[src/rtl/punc_debug_dumper.sv]
// punc_debug_dumper
// Streams a debug snapshot of a small processor over a valid/ready port:
// first RF_REGS register-file entries, then the PC, then mem_count memory
// words starting at mem_base. Each word is fetched through a registered
// debug read address, captured at the end of a one-cycle FETCH state and
// held in WAIT until the downstream accepts it.
//
// Ports
//   clk, rst          clock, asynchronous active-high reset
//   start             dump request (honoured only in IDLE)
//   mem_base          first memory address to dump (sampled with start)
//   mem_count         number of memory words to dump (sampled with start)
//   mem_debug_addr    memory debug read address (registered)
//   rf_debug_addr     register-file debug read address (registered)
//   mem_debug_data    memory read data for mem_debug_addr
//   rf_debug_data     register-file read data for rf_debug_addr
//   pc_debug_data     current PC
//   out_valid/ready   output handshake
//   out_data          dumped word
//   out_tag           0 = RF, 1 = PC, 2 = MEM
//   out_index         register number, 0 for PC, or offset from mem_base
//   busy              high whenever the block is not idle
//   done              one-cycle pulse after the dump completes
module punc_debug_dumper #(
  parameter int RF_REGS = 8
) (
  input  logic        clk,
  input  logic        rst,
  input  logic        start,
  input  logic [15:0] mem_base,
  input  logic [15:0] mem_count,
  output logic [15:0] mem_debug_addr,
  output logic [2:0]  rf_debug_addr,
  input  logic [15:0] mem_debug_data,
  input  logic [15:0] rf_debug_data,
  input  logic [15:0] pc_debug_data,
  output logic        out_valid,
  input  logic        out_ready,
  output logic [15:0] out_data,
  output logic [1:0]  out_tag,
  output logic [15:0] out_index,
  output logic        busy,
  output logic        done
);

  typedef enum logic [1:0] {
    S_IDLE  = 2'd0,
    S_FETCH = 2'd1,
    S_WAIT  = 2'd2,
    S_DONE  = 2'd3
  } state_t;

  localparam logic [1:0]  PH_RF   = 2'd0;
  localparam logic [1:0]  PH_PC   = 2'd1;
  localparam logic [1:0]  PH_MEM  = 2'd2;
  localparam logic [15:0] RF_LAST = 16'(RF_REGS - 1);

  state_t      state_r, state_s;
  logic [1:0]  phase_r, phase_s;
  logic [15:0] idx_r, idx_s;
  logic [15:0] base_r, base_s;
  logic [15:0] count_r, count_s;
  logic        load_addr_s;
  logic [15:0] mem_addr_s;
  logic [15:0] fetch_data_s;

  logic [15:0] mem_addr_r;
  logic [2:0]  rf_addr_r;
  logic        valid_r;
  logic [15:0] data_r;
  logic [1:0]  tag_r;
  logic [15:0] index_r;
  logic        busy_r;
  logic        done_r;

  assign mem_debug_addr = mem_addr_r;
  assign rf_debug_addr  = rf_addr_r;
  assign out_valid      = valid_r;
  assign out_data       = data_r;
  assign out_tag        = tag_r;
  assign out_index      = index_r;
  assign busy           = busy_r;
  assign done           = done_r;

  // Next-state, phase/index sequencing and debug-address load request.
  always_comb begin
    state_s     = state_r;
    phase_s     = phase_r;
    idx_s       = idx_r;
    base_s      = base_r;
    count_s     = count_r;
    load_addr_s = 1'b0;
    case (state_r)
      S_IDLE: begin
        if (start) begin
          base_s      = mem_base;
          count_s     = mem_count;
          phase_s     = PH_RF;
          idx_s       = 16'd0;
          load_addr_s = 1'b1;
          state_s     = S_FETCH;
        end else begin
          state_s = S_IDLE;
        end
      end
      S_FETCH: state_s = S_WAIT;
      S_WAIT: begin
        if (out_ready) begin
          case (phase_r)
            PH_RF: begin
              load_addr_s = 1'b1;
              state_s     = S_FETCH;
              if (idx_r < RF_LAST) begin
                idx_s = idx_r + 16'd1;
              end else begin
                phase_s = PH_PC;
              end
            end
            PH_PC: begin
              if (count_r == 16'd0) begin
                state_s = S_DONE;
              end else begin
                phase_s     = PH_MEM;
                idx_s       = 16'd0;
                load_addr_s = 1'b1;
                state_s     = S_FETCH;
              end
            end
            PH_MEM: begin
              // count_r is non-zero whenever the MEM phase is entered
              if (idx_r < count_r - 16'd1) begin
                idx_s       = idx_r + 16'd1;
                load_addr_s = 1'b1;
                state_s     = S_FETCH;
              end else begin
                state_s = S_DONE;
              end
            end
            default: state_s = S_DONE;
          endcase
        end else begin
          state_s = S_WAIT;
        end
      end
      S_DONE:  state_s = S_IDLE;
      default: state_s = S_IDLE;
    endcase
  end

  // Address of the next fetch and source of the captured word.
  always_comb begin
    mem_addr_s   = base_s + idx_s;
    fetch_data_s = rf_debug_data;
    case (phase_r)
      PH_PC:   fetch_data_s = pc_debug_data;
      PH_MEM:  fetch_data_s = mem_debug_data;
      default: fetch_data_s = rf_debug_data;
    endcase
  end

  // Control state: FSM, phase, item counter and latched dump parameters.
  always_ff @(posedge clk or posedge rst) begin
    if (rst) begin
      state_r <= S_IDLE;
      phase_r <= PH_RF;
      idx_r   <= 16'd0;
      base_r  <= 16'd0;
      count_r <= 16'd0;
      busy_r  <= 1'b0;
      done_r  <= 1'b0;
    end else begin
      state_r <= state_s;
      phase_r <= phase_s;
      idx_r   <= idx_s;
      base_r  <= base_s;
      count_r <= count_s;
      busy_r  <= (state_s != S_IDLE);
      done_r  <= (state_r == S_DONE);
    end
  end

  // Debug read addresses, updated only on entry to FETCH.
  always_ff @(posedge clk or posedge rst) begin
    if (rst) begin
      mem_addr_r <= 16'd0;
      rf_addr_r  <= 3'd0;
    end else if (load_addr_s) begin
      mem_addr_r <= mem_addr_s;
      if (phase_s == PH_RF) begin
        rf_addr_r <= idx_s[2:0];
      end
    end
  end

  // Output word register: captured at the end of FETCH, held until accepted.
  always_ff @(posedge clk or posedge rst) begin
    if (rst) begin
      valid_r <= 1'b0;
      data_r  <= 16'd0;
      tag_r   <= 2'd0;
      index_r <= 16'd0;
    end else if (state_r == S_FETCH) begin
      valid_r <= 1'b1;
      data_r  <= fetch_data_s;
      tag_r   <= phase_r;
      index_r <= (phase_r == PH_PC) ? 16'd0 : idx_r;
    end else if (state_r == S_WAIT && out_ready) begin
      valid_r <= 1'b0;
    end
  end

endmodule
[config.mk]
export PLATFORM = sky130hd
export DESIGN_NAME = punc_debug_dumper
export DESIGN_NICKNAME = d
export VERILOG_FILES = /design/src/rtl/punc_debug_dumper.sv
export SDC_FILE = /design/constraint.sdc
export NUM_CORES = 1
export LEC_CHECK = 0
export CORE_MARGIN = 5
export CORE_UTILIZATION = 35
export CTS_BUF_LIST = sky130_fd_sc_hd__clkbuf_8
export DETAILED_ROUTE_END_ITERATION = 16
export SLEW_MARGIN = 20
export SYNTH_ARGS = -nofsm -noshare
export SYNTH_HDL_FRONTEND = slang
export SYNTH_SLANG_ARGS = --single-unit
[constraint.sdc]
create_clock -name clk -period 11.9 [get_ports clk]
set_input_delay 1.19 -clock clk [delete_from_list [all_inputs] [get_ports clk]]
set_output_delay 1.19 -clock clk [all_outputs]
set_load 0.005 [all_outputs]
==> flow_summary.toml <==
[outcome]
status = "completed"

[synth]
syn_avg_cell_area_sq_um = 8.71
synth_fp_nets = 850
syn_inst = 729
ys_seq_area_share_pct = 42.6
ys_warn_count = 0
synth_enable_flop_cells = 0
ys_top_cells_by_area = "dfrtp_1, nand2_1, ha_1"
async_flop_share_pct = 100
yosysTopAreaCell = "dfrtp_1"
ys_types = 68
netlist_area_sq_um = 6350
ys_seq_elements = 108
yosys.area.top_type_share_pct = 42.6
synth_flop_cell = "dfrtp_1"

[routing]
wl_um = 17900
drtPass1Iterations = 5
drc = 0
dr.first_iter.drc_count = 272
antenna_left = 0
vias = 5542
wl_per_cell_um = 16.6
viasPerCell = 5.12

[cts]
cts_root_buf = "clkbuf_8"
cts_hold_buf = 0
cts_sinks = 108
cts_buffers = 9
cts_resized = 0
clockBufferDepth = 2
cts_tree = "built"
post_cts_buffers = 0
clk_pin_slew_ns = 0.10
h-tree-depth = 3
clock_latency_ns = 0.39

[floorplan]
io-pin-count = 140
die-area_sq_um = 20900
die_w_um = 145
core_area_sq_um = 17900
die_h_um = 145
start_util_pct = 35.4
rows = 49

[final_layout]
fin_cells = 1083
final_area_sq_um = 8090
drive_gt1_share_pct = 4.57
area_growth_pct = 27.5
n_antenna_cell = 0
multi_input_area_sq_um = 3450
n_fill_cell = 1840
register_area_sq_um = 2700
final_nets = 971

[critical_path]
worstRegToRegCells = 24
reg2reg_setup_slack_ns = 5.88
cp_data_arrival_time_ns = 6.33
critPathLaunchType = "register"
critical-path-max-stage-delay_ns = 0.48
crit-reg2reg-launch = "count_r[2]$_DFFE_PP0P_"
worstReg2RegEnd = "mem_debug_addr[10]$_DFFE_PP0P_"
crit_chain = "or3_1 -> nor3_1 -> nand2b_1 -> nor4_1 -> nor2b_1 -> xnor2_1 -> ha_1 -> a21o_1 -> a21oi_1 -> a41oi_2 -> nand2b_1 -> nor2_1 -> mux2_2 -> ha_1 -> inv_1 -> fa_1 -> nor2b_1 -> o21ai_0 -> a21oi_1 -> o21ai_1 -> a211oi_1 -> o21ai_0 -> nor3b_1 -> o31ai_1"
critPathMaxFanout = 6
path_class = "register to register"
end_kind = "register"
required_ns = 12.20
slowest_stage = "nor4_1"

[power]
ir_drop_uv = 90.5
powerDensity_nw_per_um2 = 188
p_leak_nw = 3.53

[timing]
slew-limit-headroom_pct = 39.5
hold_viol_final = 0
rsz0062_at_grt = "false"
setup_viol_count_final = 0
skew_ns = 0.0141
fin_tns_setup_ns = 0
drv_slew = 0
finalCriticalPeriod_ns = 6.02
post-route-period-util_pct = 50.6
fmax_mhz = 166
setup_ws_ns = 5.88
hold_ws_ns = 0.481
worstMarginPinSlew_ns = 0.908

[global_routing]
grt_pass1_vias = 5238
antenna_found_initial = 0
grt_start_max_net_pins = 77
gr-total-overflow = 0
grt_pass1_wl_um = 27800
grt_usage_pct = 16.9

[hold_path]
hp-class = "register to register"
hold_end = "out_index[13]$_DFFE_PP0P_"
min_from = "out_index[13]$_DFFE_PP0P_"
min_path_cells = 2

[place]
routabilityCongestion = 0.877
io_buffers = 139
dp.cells = 1068
hpwl_um = 13500
place_ws_ns = 5.89
place_area_sq_um = 7930

[run]
maxCapViolations = 0
[how the worst max path moves through the flow]
stage	slack, ns	to	start
2_1_floorplan	6.68	mem_debug_addr[15]$_DFFE_PP0P_	count_r[2]$_DFFE_PP0P_
3_3_place_gp	6.08	mem_debug_addr[10]$_DFFE_PP0P_	count_r[2]$_DFFE_PP0P_
3_5_place_dp	5.89	mem_debug_addr[10]$_DFFE_PP0P_	count_r[2]$_DFFE_PP0P_
4_1_cts	5.87	mem_debug_addr[10]$_DFFE_PP0P_	count_r[2]$_DFFE_PP0P_
5_1_grt	5.35	mem_debug_addr[10]$_DFFE_PP0P_	count_r[2]$_DFFE_PP0P_
6_report	5.88	mem_debug_addr[10]$_DFFE_PP0P_	count_r[2]$_DFFE_PP0P_
[logic make-up (layout without fill, tap and decap cells)]
| kind of cell | after synthesis | in the layout | synth area share [%] |
|---|---|---|---|
| flops | 108 | 108 | 42.6 |
| compound gates | 184 | 184 | 18.8 |
| buf+inv | 53 | 178 | 3.25 |
| xor+xnor | 22 | 22 | 3.04 |
| simple gates | 316 | 316 | 23.2 |
| fa+ha+maj | 37 | 37 | 7.41 |
| mux | 9 | 9 | 1.70 |
[cells in the mapped netlist, drive strengths merged, types with 3 or more instances]
cell type	number
and2	4
ha	36
a22oi	16
or3	5
a211oi	6
nor4	8
a21o	9
or2	3
mux2	5
xor2	11
o21a	3
dfrtp	108
nor3b	6
xnor2	11
a21oi	23
nand3	14
nand2b	24
inv	19
and3	10
a21boi	3
nand2	177
o31ai	8
o211ai	7
buf	9
nor2	31
nor3	14
nand4	7
nor2b	4
clkbuf	25
a31oi	4
mux2i	4
a41oi	4
o21ai	87
nand3b	3
[metal layers]
layer	vias to the layer above	GRT usage (%)	part of all wire (%)
met5	-	0	0
met4	0	6.28	2.3
met3	27	3.71	8.4
met2	194	26.3	43
met1	2532	23.3	46
li1	2789	-	-
[worst max-delay path, delay by kind of cell (launching register included)]
family / cells / cell delay [ns]
adder cells (fa/ha/maj): 3 / 0.77
multiplexers: 1 / 0.23
buffers and inverters: 1 / 0.06
flip-flops: 1 / 0.43
XOR/XNOR: 1 / 0.08
AND/OR/NAND/NOR: 9 / 2.36
AO/OA/AOI/OAI: 9 / 2.00
[through the flow]
stage | power, mW | utilization (%)
final | 1.52 | 45.2
after global routing | 1.65 | 45.2
after CTS | 1.54 | 45.2
after detailed placement | 1.34 | 44.3
after global placement | 1.34 | 44.3
after floorplan | 1.04 | -
[power breakdown]
group / switching (mW) / internal (mW) / leakage [nW]
Sequential: 0.0871 / 0.491 / 1.39
Combinational: 0.407 / 0.339 / 2.05
Clock: 0.124 / 0.0719 / 0.0924
[final cells by class]
type                    instances  share of cell area, %
multi-input cells             568                   42.6
flip-flops and latches        108                   33.4
repair buffers                144                   17.7
well taps                     229                   3.54
clock buffers                   9                   1.53
inverters                      19                  0.912
clock inverters                 6                  0.325
[cell usage in the layout (no fill, tap or decap), types with 3 or more instances in the layout]
cell type,count
clkinv_2,3
nand3b_1,3
mux2i_1,4
or3_1,4
a22oi_1,16
and3_1,10
o31ai_1,8
a31oi_1,4
clkdlybuf4s50_1,139
xor2_1,11
nor2_1,29
o21ai_0,62
dfrtp_1,108
o211ai_1,5
buf_4,4
nor3_1,13
xnor2_1,11
o21ai_1,24
nand3_1,14
inv_1,21
a21oi_1,23
a21o_1,9
nor3b_1,6
mux2_4,3
ha_1,36
nand4_1,7
o21a_1,3
nand2_1,177
nand2b_1,23
clkbuf_8,9
nor4_1,7
and2_1,4
a211oi_1,4
nor2b_1,4
[flip-flops by register name, indices dropped and copies added (netlist names), 2 cells and up]
| register | count |
|---|---|
| out_index | 16 |
| count_r | 16 |
| base_r | 16 |
| mem_debug_addr | 16 |
| out_data | 16 |
| idx_r | 16 |
| phase_r | 2 |
| out_tag | 2 |
| state_r | 2 |
| rf_debug_addr | 3 |
Power figures use the tool's default switching activity.
